===== config.mk =====
export PLATFORM = sky130hd
export DESIGN_NAME = fifo_sync_param
export DESIGN_NICKNAME = d
export VERILOG_FILES = /design/src/rtl/fifo_sync_param.sv
export SDC_FILE = /design/constraint.sdc
export NUM_CORES = 1
export LEC_CHECK = 0
export ABC_CLOCK_PERIOD_IN_PS = 4850
export CELL_PAD_IN_SITES_DETAIL_PLACEMENT = 1
export CELL_PAD_IN_SITES_GLOBAL_PLACEMENT = 2
export CORE_UTILIZATION = 48
export CTS_CLUSTER_SIZE = 8
export DETAILED_ROUTE_END_ITERATION = 8
export GPL_ROUTABILITY_DRIVEN = 0
export PLACE_DENSITY_LB_ADDON = 0.3
export SLEW_MARGIN = 5
export SYNTH_ARGS = -nofsm -noshare
export SYNTH_HDL_FRONTEND = slang
export SYNTH_SLANG_ARGS = --single-unit
export TNS_END_PERCENT = 5

===== constraint.sdc =====
create_clock -name clk -period 4.85 [get_ports clk]
set_input_delay 0.97 -clock clk [delete_from_list [all_inputs] [get_ports clk]]
set_output_delay 0.97 -clock clk [all_outputs]
set_load 0.03 [all_outputs]

===== src/rtl/fifo_sync_param.sv =====
// Single-clock parametrised FIFO with occupancy count, thresholds and sticky error flags.
// Define FIFO_SYNC_FWFT_EN for first-word-fall-through reads; default is registered read.
module fifo_sync_param #(
  parameter int unsigned DATA_WIDTH = 32,
  parameter int unsigned FIFO_DEPTH = 16,
  parameter int unsigned PTR_WIDTH  = $clog2(FIFO_DEPTH) + 1,
  parameter int unsigned AF_THRESH  = FIFO_DEPTH - 2,
  parameter int unsigned AE_THRESH  = 2
) (
  input  logic                  clk,
  input  logic                  reset_n,
  input  logic                  we,
  input  logic [DATA_WIDTH-1:0] data_in,
  input  logic                  re,
  output logic [DATA_WIDTH-1:0] data_out,
  output logic                  empty_bar,
  output logic                  full_bar,
  output logic                  almost_full,
  output logic                  almost_empty,
  output logic [PTR_WIDTH-1:0]  count,
  input  logic                  err_clr,
  output logic                  overflow,
  output logic                  underflow
);

  localparam int unsigned          IdxWidth = PTR_WIDTH - 1;
  localparam logic [PTR_WIDTH-1:0] DepthLvl = PTR_WIDTH'(FIFO_DEPTH);
  localparam logic [PTR_WIDTH-1:0] AfLvl    = PTR_WIDTH'(AF_THRESH);
  localparam logic [PTR_WIDTH-1:0] AeLvl    = PTR_WIDTH'(AE_THRESH);
  localparam logic [PTR_WIDTH-1:0] PtrOne   = PTR_WIDTH'(1);

  logic [DATA_WIDTH-1:0] mem [FIFO_DEPTH];

  logic [PTR_WIDTH-1:0] wr_ptr_q, wr_ptr_d;
  logic [PTR_WIDTH-1:0] rd_ptr_q, rd_ptr_d;
  logic [PTR_WIDTH-1:0] count_q, count_d;
  logic                 overflow_q, overflow_d;
  logic                 underflow_q, underflow_d;
  logic                 rd_ok, wr_ok;
  logic [IdxWidth-1:0]  wr_idx, rd_idx;

  assign wr_idx = wr_ptr_q[IdxWidth-1:0];
  assign rd_idx = rd_ptr_q[IdxWidth-1:0];

  // A full FIFO still accepts a write when a read frees the head in the same cycle.
  always_comb begin
    rd_ok = re & (count_q != '0);
    wr_ok = we & ((count_q != DepthLvl) | rd_ok);
  end

  always_comb begin
    wr_ptr_d    = wr_ok ? wr_ptr_q + PtrOne : wr_ptr_q;
    rd_ptr_d    = rd_ok ? rd_ptr_q + PtrOne : rd_ptr_q;
    count_d     = count_q;
    unique case ({wr_ok, rd_ok})
      2'b10:   count_d = count_q + PtrOne;
      2'b01:   count_d = count_q - PtrOne;
      default: count_d = count_q;
    endcase
    // A fresh error in the clearing cycle must not be lost.
    overflow_d  = (overflow_q & ~err_clr) | (we & ~wr_ok);
    underflow_d = (underflow_q & ~err_clr) | (re & ~rd_ok);
  end

  always_ff @(posedge clk or negedge reset_n) begin
    if (!reset_n) begin
      wr_ptr_q    <= '0;
      rd_ptr_q    <= '0;
      count_q     <= '0;
      overflow_q  <= 1'b0;
      underflow_q <= 1'b0;
    end else begin
      wr_ptr_q    <= wr_ptr_d;
      rd_ptr_q    <= rd_ptr_d;
      count_q     <= count_d;
      overflow_q  <= overflow_d;
      underflow_q <= underflow_d;
    end
  end

  // Storage is deliberately not reset.
  always_ff @(posedge clk) begin
    if (wr_ok) begin
      mem[wr_idx] <= data_in;
    end
  end

`ifdef FIFO_SYNC_FWFT_EN
  assign data_out = (count_q != '0) ? mem[rd_idx] : '0;
`else
  logic [DATA_WIDTH-1:0] data_out_q;

  always_ff @(posedge clk or negedge reset_n) begin
    if (!reset_n) begin
      data_out_q <= '0;
    end else if (rd_ok) begin
      data_out_q <= mem[rd_idx];
    end
  end

  assign data_out = data_out_q;
`endif

  always_comb begin
    count        = count_q;
    empty_bar    = (count_q != '0);
    full_bar     = (count_q != DepthLvl);
    almost_full  = (count_q >= AfLvl);
    almost_empty = (count_q <= AeLvl);
    overflow     = overflow_q;
    underflow    = underflow_q;
  end

endmodule


==> results of run 1 <==
-- registers in the layout, summed over array words and instances, names as in the netlist --
| name | count |
|---|---|
| underflow | 1 |
| wr_ptr_q | 4 |
| overflow | 1 |
| rd_ptr_q | 4 |
| mem | 512 |
| data_out | 32 |
| count | 5 |
-- cell families (layout without fill, tap and decap cells) --
logic type,count (synthesis),count (layout),synth area share [%]
buffers and inverters,64,260,1.59
DFF,559,559,77.9
xor gates and xnor gates,10,10,0.413
AOI/OAI and AO/OA,106,106,2.97
and+or+nand+nor,40,40,0.908
adders and majority gates,10,10,0.625
muxes,163,163,15.6
-- per-stage QoR --
| stage | hold slack (ns) | setup slack, ns | instances | instance area (um^2) | total power [W] |
|---|---|---|---|---|---|
| floorplan | 0.573 | 0.645 | 952 | 21200 | 0.00922 |
| global placement | 0.500 | 1.08 | 1589 | 22800 | 0.0106 |
| detailed placement | 0.508 | 1.03 | 1589 | 22800 | 0.0107 |
| CTS | 0.487 | 1.41 | 1733 | 25100 | 0.0158 |
| global route | 0.512 | 1.36 | 1733 | 25100 | 0.0162 |
| finish | 0.483 | 1.45 | 1733 | 25100 | 0.0156 |
-- placed cells by master, fill, tap and decap left out, drive strengths merged --
cell type      netlist  final
nor2b                1      1
or4                  1      1
ha                   9      9
clkinv               0      2
a21o                 1      1
a31o                 1      1
nand3                1      1
nand2b               3      3
clkdlybuf4s50        0     78
a21oi               33     33
nor4                 1      1
mux4               129    129
o22ai               62     62
mux2i                1      1
dfrtp               47     47
clkbuf              21    137
fa                   1      1
or3b                 1      1
xnor2                7      7
a2111oi              1      1
edfxtp             512    512
nand2               11     11
nor2                14     14
mux2                33     33
inv                  9     14
buf                 34     29
nand4                2      2
o21ai                4      4
o21a                 2      2
a22o                 2      2
nor3                 4      4
or2                  1      1
xor2                 3      3
-- critical path, cell delays in order, from the launching register on --
cell	delay, ns
dfrtp_1	0.46
or4_1	0.57
nor2_1	0.17
inv_1	0.05
clkdlybuf4s50_1	0.58
-- cell usage after synthesis (9+ instances only) --
cell      number  area share, %
inv_1          9           0.16
mux2_2        31            1.6
buf_2         13           0.31
a21oi_1       33           0.78
o22ai_1       62            1.8
mux4_2       127             13
ha_1           9           0.53
clkbuf_1      20           0.35
nor2_1        14           0.25
nand2_1       10           0.18
edfxtp_1     512             72
dfrtp_1       47            5.5
-- worst min path at each step --
| stage | startpoint | endpoint |
|---|---|---|
| floorplan | wr_ptr_q[1] | wr_ptr_q[3] |
| global placement | data_out[31] | data_out[31] |
| detailed placement | overflow | overflow |
| CTS | reset_n | data_out[13] |
| global route | reset_n | data_out[13] |
| finish | reset_n | data_out[13] |
-- area by class of cell --
class	count	share of cell area (%)
clock buffers	137	8.74
clock inverters	7	0.349
inverters	9	0.134
multi-input cells	329	17.8
flip-flops and latches	559	65.9
well taps	585	2.91
repair buffers	107	4.16
-- power by group through the flow --
stage | Combinational (W) | Clock, W | Sequential, W
6_report | 0.00409 | 0.00503 | 0.00644
5_1_grt | 0.00438 | 0.00532 | 0.00651
4_1_cts | 0.00417 | 0.00514 | 0.00645
3_5_place_dp | 0.00416 | 0 | 0.00653
3_3_place_gp | 0.00408 | 0 | 0.00650
2_1_floorplan | 0.00273 | 0 | 0.00649
-- layer usage --
metal | global-route usage [%] | wire length, um
met5 | 0 | 0
met4 | 6.70 | 844
met3 | 4.42 | 2420
met2 | 37.0 | 24000
met1 | 29.0 | 19800
==> results.ini, run 1 <==
[pwr]
seq_power_share_pct=41.4
switchingPower_w=0.00462
p_int_w=0.0109
ir_drop_mv=0.348
powerDensity_nw_per_um2=619
cellLeakagePower_nw=8.05
swShare_pct=29.7
comb_power_share_pct=26.3
clkPwrFrac_pct=32.3

[sta]
rsz0062_at_grt=false
setup_viol=0
min_period_ns=3.40
period_share_pct=70.1
tightest_slew_ns=1.08
drv_slew=0
finalClockSkew_ns=0.0220
fin_tns_setup_ns=0
hold_viol_final=0
max_freq_mhz=294
maxSlewHeadroom_pct=28.1

[drt]
ant_nets=0
vias=9986
drc=0
wl_per_cell_um=27.2
post_drt_via_cell_ratio=5.76
wl_mm=47.1
drt_pass1_iterations=5
first_iter_violations=904

[cts]
cts-buffers-inserted=79
clock_latency_ns=0.60
cts_max_path_buffers=3
post_cts_buffers=0
clkSinkCount=559
htreeDepth=3
cts_resized=0
clock-root-buffer=clkbuf_16
path_clk_slew_ns=0.05
cts_tree=built
postCtsHoldBufs=0

[layout]
multi_input_area_um2=4470
area.growth.synth_to_final_pct=18.3
finalNetCount=1132
fin_util_pct=57.9
n_antenna_cell=0
drive_gt1_share_pct=26.1
fillers=3661
regArea_um2=16600

[critical_path]
critPathCapture=empty_bar
worstPathRequired_ns=3.88
rr_worst_depth=12
critical_path_class=flop to primary output
crit_path_start=count[0]
timing.rr.start=count[0]
cp-end-kind=primary output
cp-start-kind=flop
r2r_setup_slack_ns=1.68
cp_data_arrival_time_ns=2.43
critPathMaxFanout=7
r2r-end=count[4]

[floorplanning]
die_x_um=212
std_cell_rows=76
dieArea_um2=45100
ioPinCount=80
start_util_pct=49.0
core-area_um2=43400
fp.dieH_um=212

[placed_design]
port_buffers=79
hpwl_mm=26.2

[logic_synthesis]
synth_cells=952
ys_ff_latch=559
syn-num-nets=999
yosysWarnings=0
ys_seq_area_share_pct=77.9
avgSynthCellArea_um2=22.3
synth_flop_cell=edfxtp_1
synth_async_sr_flop_share_pct=8.41
synth_edf_count=512
synth_area_um2=21200
synthDistinctLibCells=38

[grt]
grt.overflow.total=0
grt_pass1_vias=11000
grt_usage_pct=21.9
grt_pass1_wl_mm=70.8
antenna_found_initial=0
grt_max_degree=69

[run_status]
status=finished clean

[min_path]
min_path_type=input pin to async pin

[flow_run]
max-cap-violations=0

Note: power is estimated with default switching activity, not from simulation.
==> inputs of run 2 (changes only) <==
- ABC_CLOCK_PERIOD_IN_PS: 4850 -> 3470
- clock period: 4.85 -> 3.47 ns (I/O delays scaled with it)
==> results.ini, run 2 (same netlist as run 1, synthesis figures left out) <==
[run_status]
status=finished clean

[cts]
clock_latency_ns=0.60
path_clk_slew_ns=0.05
clock-root-buffer=clkbuf_16
htreeDepth=3
cts_tree=built
cts-buffers-inserted=79
post_cts_buffers=0
cts_max_path_buffers=3
clkSinkCount=559
postCtsHoldBufs=0
cts_resized=0

[sta]
period_share_pct=89.9
hold_slack_ns=0.141
finalClockSkew_ns=0.0274
min_period_ns=3.12
max_freq_mhz=321
maxSlewHeadroom_pct=35.1
setup_viol=0
drv_slew=0
fin_ws_ns=0.351
tightest_slew_ns=0.973
rsz0062_at_grt=false
hold_viol_final=0

[critical_path]
critPathMaxFanout=7
max_stage_delay_ns=0.60
cp.depth=4
slowest_stage=clkdlybuf4s50_1
cp-end-kind=primary output
cp_num_buf_inv=2
critical_path_class=flop to primary output
crit_chain=or4_1, nor2_1, inv_1, clkdlybuf4s50_1
rr_worst_depth=9
cp-start-kind=flop
crit_family=simple AND/OR/NAND/NOR gates
worstPathRequired_ns=2.78
cp_data_arrival_time_ns=2.43

[grt]
grt_pass1_vias=11300
antenna_found_initial=0
grt_max_degree=69
grt.overflow.total=0
grt_usage_pct=23.0
grt_pass1_wl_mm=73.9

[floorplanning]
fp.dieH_um=212
die_x_um=212
std_cell_rows=76
dieArea_um2=45100
start_util_pct=49.0
core-area_um2=43400
ioPinCount=80

[layout]
finalNonFillerCells=1756
regArea_um2=16600
drive_gt1_share_pct=27.7
fin_util_pct=58.4
n_antenna_cell=0
finalNetCount=1159
final_cell_mix=edfxtp_1 (512), mux4_2 (127), clkbuf_16 (79), clkdlybuf4s50_1 (78), o22ai_1 (62)
final_common_cell=edfxtp_1
area.growth.synth_to_final_pct=19.2
multi_input_area_um2=4470
fillers=3717
largest_register_ffs=512
regMostFlops=mem
fin_area_um2=25300

[flow_run]
max-cap-violations=0

[pwr]
switchingPower_w=0.00652
ir_drop_mv=0.523
comb_power_share_pct=27.0
swShare_pct=29.8
clkPwrFrac_pct=32.0
powerDensity_nw_per_um2=864
p_int_w=0.0154
seq_power_share_pct=41.1
cellLeakagePower_nw=8.18

[placed_design]
port_buffers=79
place_ws_ns=0.202
post_dp_cell_area_um2=23100
dp.cells=1616
hpwl_mm=27.3

[drt]
wl_mm=49.6
post_drt_via_cell_ratio=5.86
drt_pass1_iterations=5
vias=10300
first_iter_violations=960
wl_per_cell_um=28.2
ant_nets=0
drc=0

[min_path]
min_path_type=input pin to async pin

==> run 2: changes by cell type in the layout (fill, tap and decap cells not counted) <==
cell,previous run,this run
nor3_2,4,3
nor3_4,0,1
inv_16,1,0
buf_4,24,49
clkbuf_1,58,57
inv_6,4,2
buf_12,4,6
==> run 2: cell type report <==
cell class / instances / share of cell area, %
clock buffers: 136 / 8.66
clock inverters: 4 / 0.198
inverters: 9 / 0.133
multi-input cells: 329 / 17.7
flip-flops and latches: 559 / 65.4
well taps: 585 / 2.89
repair buffers: 134 / 5.03
==> run 2: power groups by stage <==
stage          logic (W)  registers [W]  clock network, W
5_1_grt          0.00629        0.00908           0.00736
2_1_floorplan    0.00382        0.00907                 0
3_5_place_dp     0.00594        0.00912                 0
4_1_cts          0.00599        0.00900           0.00713
6_report         0.00590        0.00899           0.00699
3_3_place_gp     0.00583        0.00906                 0
==> run 2: per-layer routing <==
metal / routed length (um) / global-route usage (%)
met2: 24800 / 37.8
met1: 21000 / 31.7
met4: 963 / 6.92
met3: 2800 / 4.30
met5: 0 / 0
==> run 2: worst paths after layout <==
path,start,endpoint,slack (ns)
worst min-delay path,reset_n,data_out[10],0.14
min in group clk,data_out[31],data_out[31],0.52
max in group asynchronous,reset_n,rd_ptr_q[2],2.89
worst min register to register,data_out[31],data_out[31],0.52
worst max-delay path,count[1],empty_bar,0.35
worst max register to register,count[1],count[4],0.47
==> run 2: per-stage QoR <==
step                TNS [ns]  power, W
floorplan             -67.09    0.0129
global placement           0    0.0149
detailed placement         0    0.0151
CTS                        0    0.0221
global route               0    0.0227
finish                     0    0.0219
